File: src/rtl/vm_pkg.sv
// vm_pkg: shared definitions for the change payout block.
//   COIN1 / COIN5 : coin values in pesos
//   TIMEOUT       : last EJECT timer value before the eject is abandoned
//   CNT_W         : width of each coin inventory counter
//   state_t       : payout FSM state encoding
package vm_pkg;

    localparam logic [3:0]  COIN1   = 4'd1;
    localparam logic [3:0]  COIN5   = 4'd5;
    localparam logic [3:0]  TIMEOUT = 4'd15;
    localparam int unsigned CNT_W   = 6;

    typedef enum logic [2:0] {
        IDLE  = 3'd0,
        SEL   = 3'd1,
        EJECT = 3'd2,
        GAP   = 3'd3,
        DONE  = 3'd4,
        ERR   = 3'd5
    } state_t;

endpackage

File: src/rtl/coin_counter.sv
// coin_counter: saturating up/down inventory counter for one coin type.
//   Clk   : rising-edge clock
//   nrst  : asynchronous active-low reset, clears count
//   inc   : add one coin (saturates at all-ones)
//   dec   : remove one coin (holds at zero)
//   count : current inventory
// inc and dec together leave the count unchanged.
module coin_counter
    import vm_pkg::*;
#(
    parameter int unsigned W = CNT_W
) (
    input  logic         Clk,
    input  logic         nrst,
    input  logic         inc,
    input  logic         dec,
    output logic [W-1:0] count
);

    always_ff @(posedge Clk or negedge nrst) begin
        if (!nrst) begin
            count <= '0;
        end else if (inc && !dec) begin
            if (count != '1)
                count <= count + 1'b1;
        end else if (dec && !inc) begin
            if (count != '0)
                count <= count - 1'b1;
        end
    end

endmodule

File: src/rtl/change_payout.sv
// change_payout: pays out change with 5- and 1-peso coins through a hopper.
//   Clk        : rising-edge clock
//   nrst       : asynchronous active-low reset
//   req, amt   : payout request pulse and amount owed (sampled together in IDLE)
//   refill1/5  : one-cycle pulses adding a coin to inventory (any state)
//   hop_ack    : hopper level acknowledge of the current eject
//   eject1/5   : eject command, held until acknowledged or timed out
//   busy       : high whenever not IDLE
//   done, err  : one-cycle completion / failure pulses
//   remaining  : change not yet paid
//   cnt1, cnt5 : coin inventories
// Largest coin first; every output is a flop loaded from next-state logic.
module change_payout
    import vm_pkg::*;
(
    input  logic             Clk,
    input  logic             nrst,
    input  logic             req,
    input  logic [3:0]       amt,
    input  logic             refill1,
    input  logic             refill5,
    input  logic             hop_ack,
    output logic             eject1,
    output logic             eject5,
    output logic             busy,
    output logic             done,
    output logic             err,
    output logic [3:0]       remaining,
    output logic [CNT_W-1:0] cnt1,
    output logic [CNT_W-1:0] cnt5
);

    state_t     state, state_nx;
    logic [3:0] tmr, tmr_nx;
    logic [3:0] rem_nx;
    logic       ej1_nx, ej5_nx;
    logic       dec1, dec5;

    always_comb begin
        state_nx = state;
        tmr_nx   = tmr;
        rem_nx   = remaining;
        ej1_nx   = eject1;
        ej5_nx   = eject5;
        dec1     = 1'b0;
        dec5     = 1'b0;
        case (state)
            IDLE: begin
                if (req) begin
                    rem_nx   = amt;
                    state_nx = SEL;
                end
            end
            SEL: begin
                tmr_nx = '0;
                if (remaining == '0) begin
                    state_nx = DONE;
                end else if (remaining >= COIN5 && cnt5 != '0) begin
                    ej5_nx   = 1'b1;
                    state_nx = EJECT;
                end else if (cnt1 != '0) begin
                    ej1_nx   = 1'b1;
                    state_nx = EJECT;
                end else begin
                    state_nx = ERR;
                end
            end
            EJECT: begin
                if (hop_ack) begin
                    ej1_nx   = 1'b0;
                    ej5_nx   = 1'b0;
                    rem_nx   = remaining - (eject5 ? COIN5 : COIN1);
                    dec1     = eject1;
                    dec5     = eject5;
                    state_nx = GAP;
                end else if (tmr == TIMEOUT) begin
                    ej1_nx   = 1'b0;
                    ej5_nx   = 1'b0;
                    state_nx = ERR;
                end else begin
                    tmr_nx = tmr + 4'd1;
                end
            end
            GAP: begin
                if (!hop_ack)
                    state_nx = SEL;
            end
            DONE:    state_nx = IDLE;
            ERR:     state_nx = IDLE;
            default: state_nx = IDLE;
        endcase
    end

    always_ff @(posedge Clk or negedge nrst) begin
        if (!nrst) begin
            state     <= IDLE;
            tmr       <= '0;
            remaining <= '0;
            eject1    <= 1'b0;
            eject5    <= 1'b0;
            busy      <= 1'b0;
            done      <= 1'b0;
            err       <= 1'b0;
        end else begin
            state     <= state_nx;
            tmr       <= tmr_nx;
            remaining <= rem_nx;
            eject1    <= ej1_nx;
            eject5    <= ej5_nx;
            busy      <= (state_nx != IDLE);
            done      <= (state_nx == DONE);
            err       <= (state_nx == ERR);
        end
    end

    coin_counter #(.W(CNT_W)) u_cnt1 (
        .Clk   (Clk),
        .nrst  (nrst),
        .inc   (refill1),
        .dec   (dec1),
        .count (cnt1)
    );

    coin_counter #(.W(CNT_W)) u_cnt5 (
        .Clk   (Clk),
        .nrst  (nrst),
        .inc   (refill5),
        .dec   (dec5),
        .count (cnt5)
    );

endmodule
File: config.mk
export PLATFORM = sky130hd
export DESIGN_NAME = change_payout
export DESIGN_NICKNAME = d
export VERILOG_FILES = /design/src/rtl/vm_pkg.sv /design/src/rtl/coin_counter.sv /design/src/rtl/change_payout.sv
export SDC_FILE = /design/constraint.sdc
export NUM_CORES = 1
export LEC_CHECK = 0
export BUFFER_PORTS_ARGS = -buffer_cell sky130_fd_sc_hd__buf_2
export CORE_UTILIZATION = 30
export CTS_CLUSTER_DIAMETER = 50
export DETAILED_ROUTE_END_ITERATION = 7
export GPL_TIMING_DRIVEN = 0
export HOLD_SLACK_MARGIN = 0.03
export PLACE_DENSITY_LB_ADDON = 0.1
export SLEW_MARGIN = 5
export SYNTH_ARGS = -nofsm -noshare
export SYNTH_HDL_FRONTEND = slang
export SYNTH_SLANG_ARGS = --single-unit
File: constraint.sdc
create_clock -name Clk -period 6.1 [get_ports Clk]
set_input_delay 1.22 -clock Clk [delete_from_list [all_inputs] [get_ports Clk]]
set_output_delay 1.22 -clock Clk [all_outputs]
set_load 0.01 [all_outputs]
---- Word-level counts from Yosys, hierarchy flattened ----
Index checks and enable logic that the tools add are counted.
word-level totals
  register bits after elaboration ......... 28
  bits in latches ......................... 0
  bits in writable memories ............... 0
  ROM bits ................................ 0
  output and inout port bits .............. 21
  logic and storage cells ................. 98
  memories ................................ 0
cells by class
  add/subtract/negate cells ............... 6
  $mul .................................... 0
  div/mod/pow operators ................... 0
  order comparisons ....................... 1
  equal/unequal tests ..................... 19
  shift-type cells ........................ 0
  muxes and demuxes ....................... 36
  bitwise logic cells ..................... 0
  reduce and logical (&&, ||, !) cells .... 26
operators with widths
  kind                   count
  $mux W6                8
  $mux W3                8
  $ne A2 B2 Y1 const B   10
  $mux W4                4
  $pmux W4 S2            2
  $add A6 B1 Y6 const B  2
  $ne A6 B6 Y1 const B   2
  $pmux W3 S4            1
  $reduce_and A3 Y1      4
  $reduce_bool A2 Y1     6
  $reduce_bool A6 Y1     2
  $sub A6 B1 Y6 const B  2
  $mux W1                11
  $eq A3 B2 Y1 const B   2
  $eq A3 B3 Y1 const B   2
  $logic_and A1 B1 Y1    5
  $reduce_and A5 Y1      1
  $add A4 B1 Y4 const B  1
  $eq A4 B4 Y1 const B   1
  $ge A4 B3 Y1 const B   1
  $logic_not A1 Y1       4
  $logic_not A4 Y1       1
  $pmux W1 S2            2
  $reduce_and A4 Y1      1
  other kinds (5)        5

---- Depth between registers and ports, before layout ----
  depth in word-level cells ............... 6
  depth in mapped cells ................... 10
  mapped depth without buffers ............ 9

---- Cells and area by module ----
A second synthesis with hierarchy kept.
unflattened totals
  cells, all modules ...................... 188
  area total of the unflattened synthesis .. 1890.6 µm²
by module, submodules not included
  module         times used  cells an instance  area an instance (µm²)  sequential area each (µm²)
  change_payout  1           100                957.2                   400.4
  coin_counter   2           44                 466.7                   150.1

---- Least setup slack after synthesis ----
No wires, ideal clock.
  path kind ............................... input port to flip-flop
  start point ............................. in refill1
  end point ............................... reg u_cnt1.count[5]
  library setup time ...................... 0.079 ns
  arrival ................................. 2.926 ns
  required time ........................... 6.021 ns
  path slack .............................. 3.094 ns
  stages on the path ...................... 8
  path buffers ............................ 0
  cells stage by stage .................... inv_1 a31o_2 ha_1 and3_1 a2111oi_1 nor3_1 a31o_1 mux2i_1
between the ends
  longest elaborated chain between the ends .. 4
  elaborated cells between the ends (all ways) .. 8
  classes of those cells .................. eq/ne (1); mux (1); reduce/logical (6)
RTL lines
  element                              RTL line             source
  start, declared                      change_payout.sv:20  input logic refill1,
  $logic_not A1 Y1                     coin_counter.sv:26   end else if (dec && !inc) begin
  $logic_and A1 B1 Y1                  coin_counter.sv:26
  $reduce_bool A2 Y1 (no source line)  n/a
  $reduce_and A3 Y1 (no source line)   n/a
  end signal, assigned                 coin_counter.sv:25   count <= count + 1'b1;
  end signal, assigned                 coin_counter.sv:28   count <= count - 1'b1;
  end, declared                        coin_counter.sv:17   output logic [W-1:0] count
Parallel ways exist; a longest one is shown, timed or not.
A chain may end at the register's enable or synchronous reset.

---- Worst setup path after layout ----
  start point ............................. in hop_ack
  end point ............................... reg u_cnt1.count[5]
between the ends
  longest elaborated chain between the ends .. 6
  elaborated cells between the ends (all ways) .. 10
  classes of those cells .................. eq/ne (1); mux (3); reduce/logical (6)
RTL lines
  element                                                                     RTL line             source
  start, declared                                                             change_payout.sv:22  input logic hop_ack,
  $mux W1 *                                                                   change_payout.sv:69  if (hop_ack) begin
  $mux W1 *                                                                   change_payout.sv:47  case (state)
  $logic_not A1 Y1                                                            coin_counter.sv:23   end else if (inc && !dec) begin
  $logic_and A1 B1 Y1                                                         coin_counter.sv:23
  $ne A2 B2 Y1 (no source line) / $reduce_bool A2 Y1 (equally long branches)  n/a
  $reduce_and A3 Y1 (no source line)                                          n/a
Every way passes the cells marked *; elsewhere a longest branch is shown, timed or not.

==> reports/metrics.cfg <==
[status]
status = complete, no violations

[power]
vdd_ir_drop_max_v = 0.0002387
p_leak_uw = 0.0009558
power_density_nw_per_um2 = 518.4

[route]
drc = 0
viasPerCell = 4.975
ant_nets = 0
drt_first_iter_violations = 67
firstDrtPassIters = 4
vias = 1408
wire_per_inst_um = 13.49
wl_um = 3818

[global_route]
antenna_found_initial = 0
grt-busiest-layer = met2
met2_usage_pct = 23.88
grt_pass1_wl_um = 6624
met1_usage_pct = 16.46
gr-usage-met3_pct = 3.218
overflow = 0
grt_start_max_net_pins = 29
grt_use_total_pct = 13.36
grt_pass1_vias = 1422

[timing]
slew_violations = 0
fin_crit_ns = 3.073
tns_ns = 0
fmax_mhz = 325.4
fin_ws_ns = 3.027
worst_slew_margin_rel_pct = 32.41
hold_ws_ns = 0.5268
rsz0062_at_grt = false
setup_violations = 0
finClkSkew_ns = 0.001060
period_share_pct = 50.38
worst_pin_slew_ns = 1.006
hold_viol = 0

[yosys]
synth_simple_gate_area_share_pct = 20.28
synthFlopType = dfrtp_1
ys_warn_count = 0
synthMuxAreaShare_pct = 8.392
syn_inst = 177
ys_ff_latch = 28
synth_area_per_cell_um2 = 10.11
synth_cell_types = 46
synth_seq_area_share_pct = 39.16
synth_xor_area_share_pct = 5.385
synth_top_family_by_area = simple AND/OR/NAND/NOR gates
synth-edff-count = 0
netlist_top_cells_area = dfrtp_1 39%, ha_1 8.4%, mux2_1 4.4%
synthAdderAreaFrac_pct = 10.63
synth_nets = 201
synth_compound_area_share_pct = 13.15
netlist_area_um2 = 1789
synth_top_area_cell = dfrtp_1
async_reset_ff_share_pct = 100.0
synth_top_area_share_pct = 39.16

[die]
die_x_um = 79.23
ios = 31
die_area_um2 = 6277
core_area_um2 = 5642
start_util_pct = 31.71
die_y_um = 79.23
num_rows = 27

[setup_path]
crit_slowest_cell = a2111oi_1
worstSetupPathType = in2reg
critPathMaxFanout = 7
crit_required_ns = 6.30
cp.buffers_inverters = 1
reg2reg_slack_ns = 3.08
path_depth = 8
cpPeakStageDelay_ns = 0.64
r2r-end = u_cnt1.count[5]$_DFFE_PN0P_
arrival_ns = 3.27
startpoint_type = input port
startpoint = hop_ack
crit_end = u_cnt1.count[5]$_DFFE_PN0P_
crit_chain = buf_2 > a31o_2 > ha_1 > and3_1 > a2111oi_1 > nor3_1 > a31o_1 > mux2i_1
worstRegToRegCells = 9
crit_family = compound AO/OA/AOI/OAI gates
end_kind = flop
timing.rr.start = state[2]$_DFF_PN0_

[cts]
clockBufferDepth = 2
clock-sinks = 28
cts_hold_buf = 0
cts-root-buf = clkbuf_8
cts_setup_buffers = 0
insertion_delay_ns = 0.27
cts_resized = 0
clk_pin_slew_ns = 0.09
numCtsBuffers = 3
cts_tree = yes
htreeDepth = 1

[final_layout]
layout.area.seq_um2 = 700.7
nFillCells = 571
antenna_cells = 0
synthToLayoutAreaGrowth_pct = 16.50
fin_nets = 236
drive_gt1_share_pct = 22.27
final_util_pct = 36.95
multi_input_area_um2 = 1035

[placed_design]
portBuffers = 30
gp_congestion = 0.7739
dp_slack_ns = 2.732
dp_hpwl_um = 2963

[flow_run]
maxCapViolations = 0

[worst_hold_path]
hold_class = reg2reg

-- logic make-up (layout without fill, tap and decap cells) --
group | after synthesis | after routing
and+or+nand+nor | 60 | 60
buffers and inverters | 14 | 48
xor gates and xnor gates | 11 | 11
AOI/OAI and AO/OA | 36 | 36
adders and majority gates | 14 | 14
muxes | 14 | 14
DFF | 28 | 28
-- cells in the mapped netlist, types with 2 or more instances --
| library cell | instances |
|---|---|
| dfrtp_1 | 28 |
| a21oi_1 | 12 |
| ha_1 | 12 |
| nand2_1 | 11 |
| nor2_1 | 11 |
| inv_1 | 9 |
| mux2_1 | 7 |
| xnor2_1 | 7 |
| mux2i_1 | 6 |
| nand3_1 | 6 |
| nor3_1 | 5 |
| a21o_1 | 4 |
| and3_1 | 4 |
| clkbuf_1 | 4 |
| o21ai_0 | 4 |
| xor2_1 | 4 |
| a31oi_1 | 3 |
| and2_1 | 3 |
| nand4_1 | 3 |
| o21ai_1 | 3 |
| fa_1 | 2 |
| nand2b_1 | 2 |
| nor3_2 | 2 |
| o211ai_1 | 2 |
| or3b_2 | 2 |
-- state kept, by name, indices dropped and copies added (netlist names) --
signal,cells
err,1
state,3
eject1,1
done,1
eject5,1
busy,1
u_cnt1.count,6
remaining,4
u_cnt5.count,6
tmr,4
-- cells in the final DEF (no fill, tap or decap), types with 2 or more instances in the layout --
cell	count
nor3_1	5
xor2_1	4
o211ai_1	2
clkbuf_1	4
nand4_1	3
a31oi_1	3
xnor2_1	7
a21o_1	4
mux2_1	7
dfrtp_1	28
nor3_2	2
and2_1	3
inv_1	9
ha_1	12
o21ai_1	3
buf_2	31
nor2_1	11
clkbuf_8	4
o21ai_0	4
nand2b_1	2
fa_1	2
a21oi_1	12
or3b_2	2
nand2_1	11
and3_1	4
nand3_1	6
mux2i_1	6
-- routing by layer --
layer / wire (um) / part of all wire (%)
met1: 1776 / 47
met2: 1904 / 50
met3: 122 / 3.2
met4: 15 / 0.39
met5: 0 / 0
-- metrics by stage --
| stage | instance area (um^2) | total power (uW) | instances |
|---|---|---|---|
| after CTS | 2085 | 1096 | 283 |
| final | 2085 | 1081 | 283 |
| after global placement | 2029 | 952.9 | 279 |
| after floorplan | 1789 | 799.1 | 177 |
| after detailed placement | 2029 | 976.6 | 279 |
| after global routing | 2085 | 1187 | 283 |
-- worst min-delay path by stage --
stage / depth (start not counted) / startpoint / slack, ns / endpoint
final: 1 / u_cnt1.count[5]$_DFFE_PN0P_ / 0.53 / u_cnt1.count[5]$_DFFE_PN0P_
after detailed placement: 1 / tmr[0]$_DFFE_PN0P_ / 0.52 / tmr[0]$_DFFE_PN0P_
after floorplan: 1 / tmr[0]$_DFFE_PN0P_ / 0.48 / tmr[0]$_DFFE_PN0P_
after global routing: 1 / tmr[0]$_DFFE_PN0P_ / 0.56 / tmr[0]$_DFFE_PN0P_
after global placement: 1 / tmr[0]$_DFFE_PN0P_ / 0.50 / tmr[0]$_DFFE_PN0P_
after CTS: 1 / tmr[0]$_DFFE_PN0P_ / 0.53 / tmr[0]$_DFFE_PN0P_
-- report_power, final --
part | leakage, uW | switching (uW) | total, uW | internal, uW
Combinational | 0.000587 | 322 | 609 | 287
Clock | 0.0000288 | 56.5 | 114 | 57.8
Sequential | 0.000340 | 91.8 | 357 | 265
-- cell type report --
class / count / area share (%)
clock buffer: 4 / 2.641
inverter: 9 / 1.621
sequential: 28 / 33.61
timing repair buffer: 30 / 7.203
multi-input combinational: 135 / 49.64
buffer: 5 / 0.9604
tap: 72 / 4.322
(Power assumes the default switching activity.)
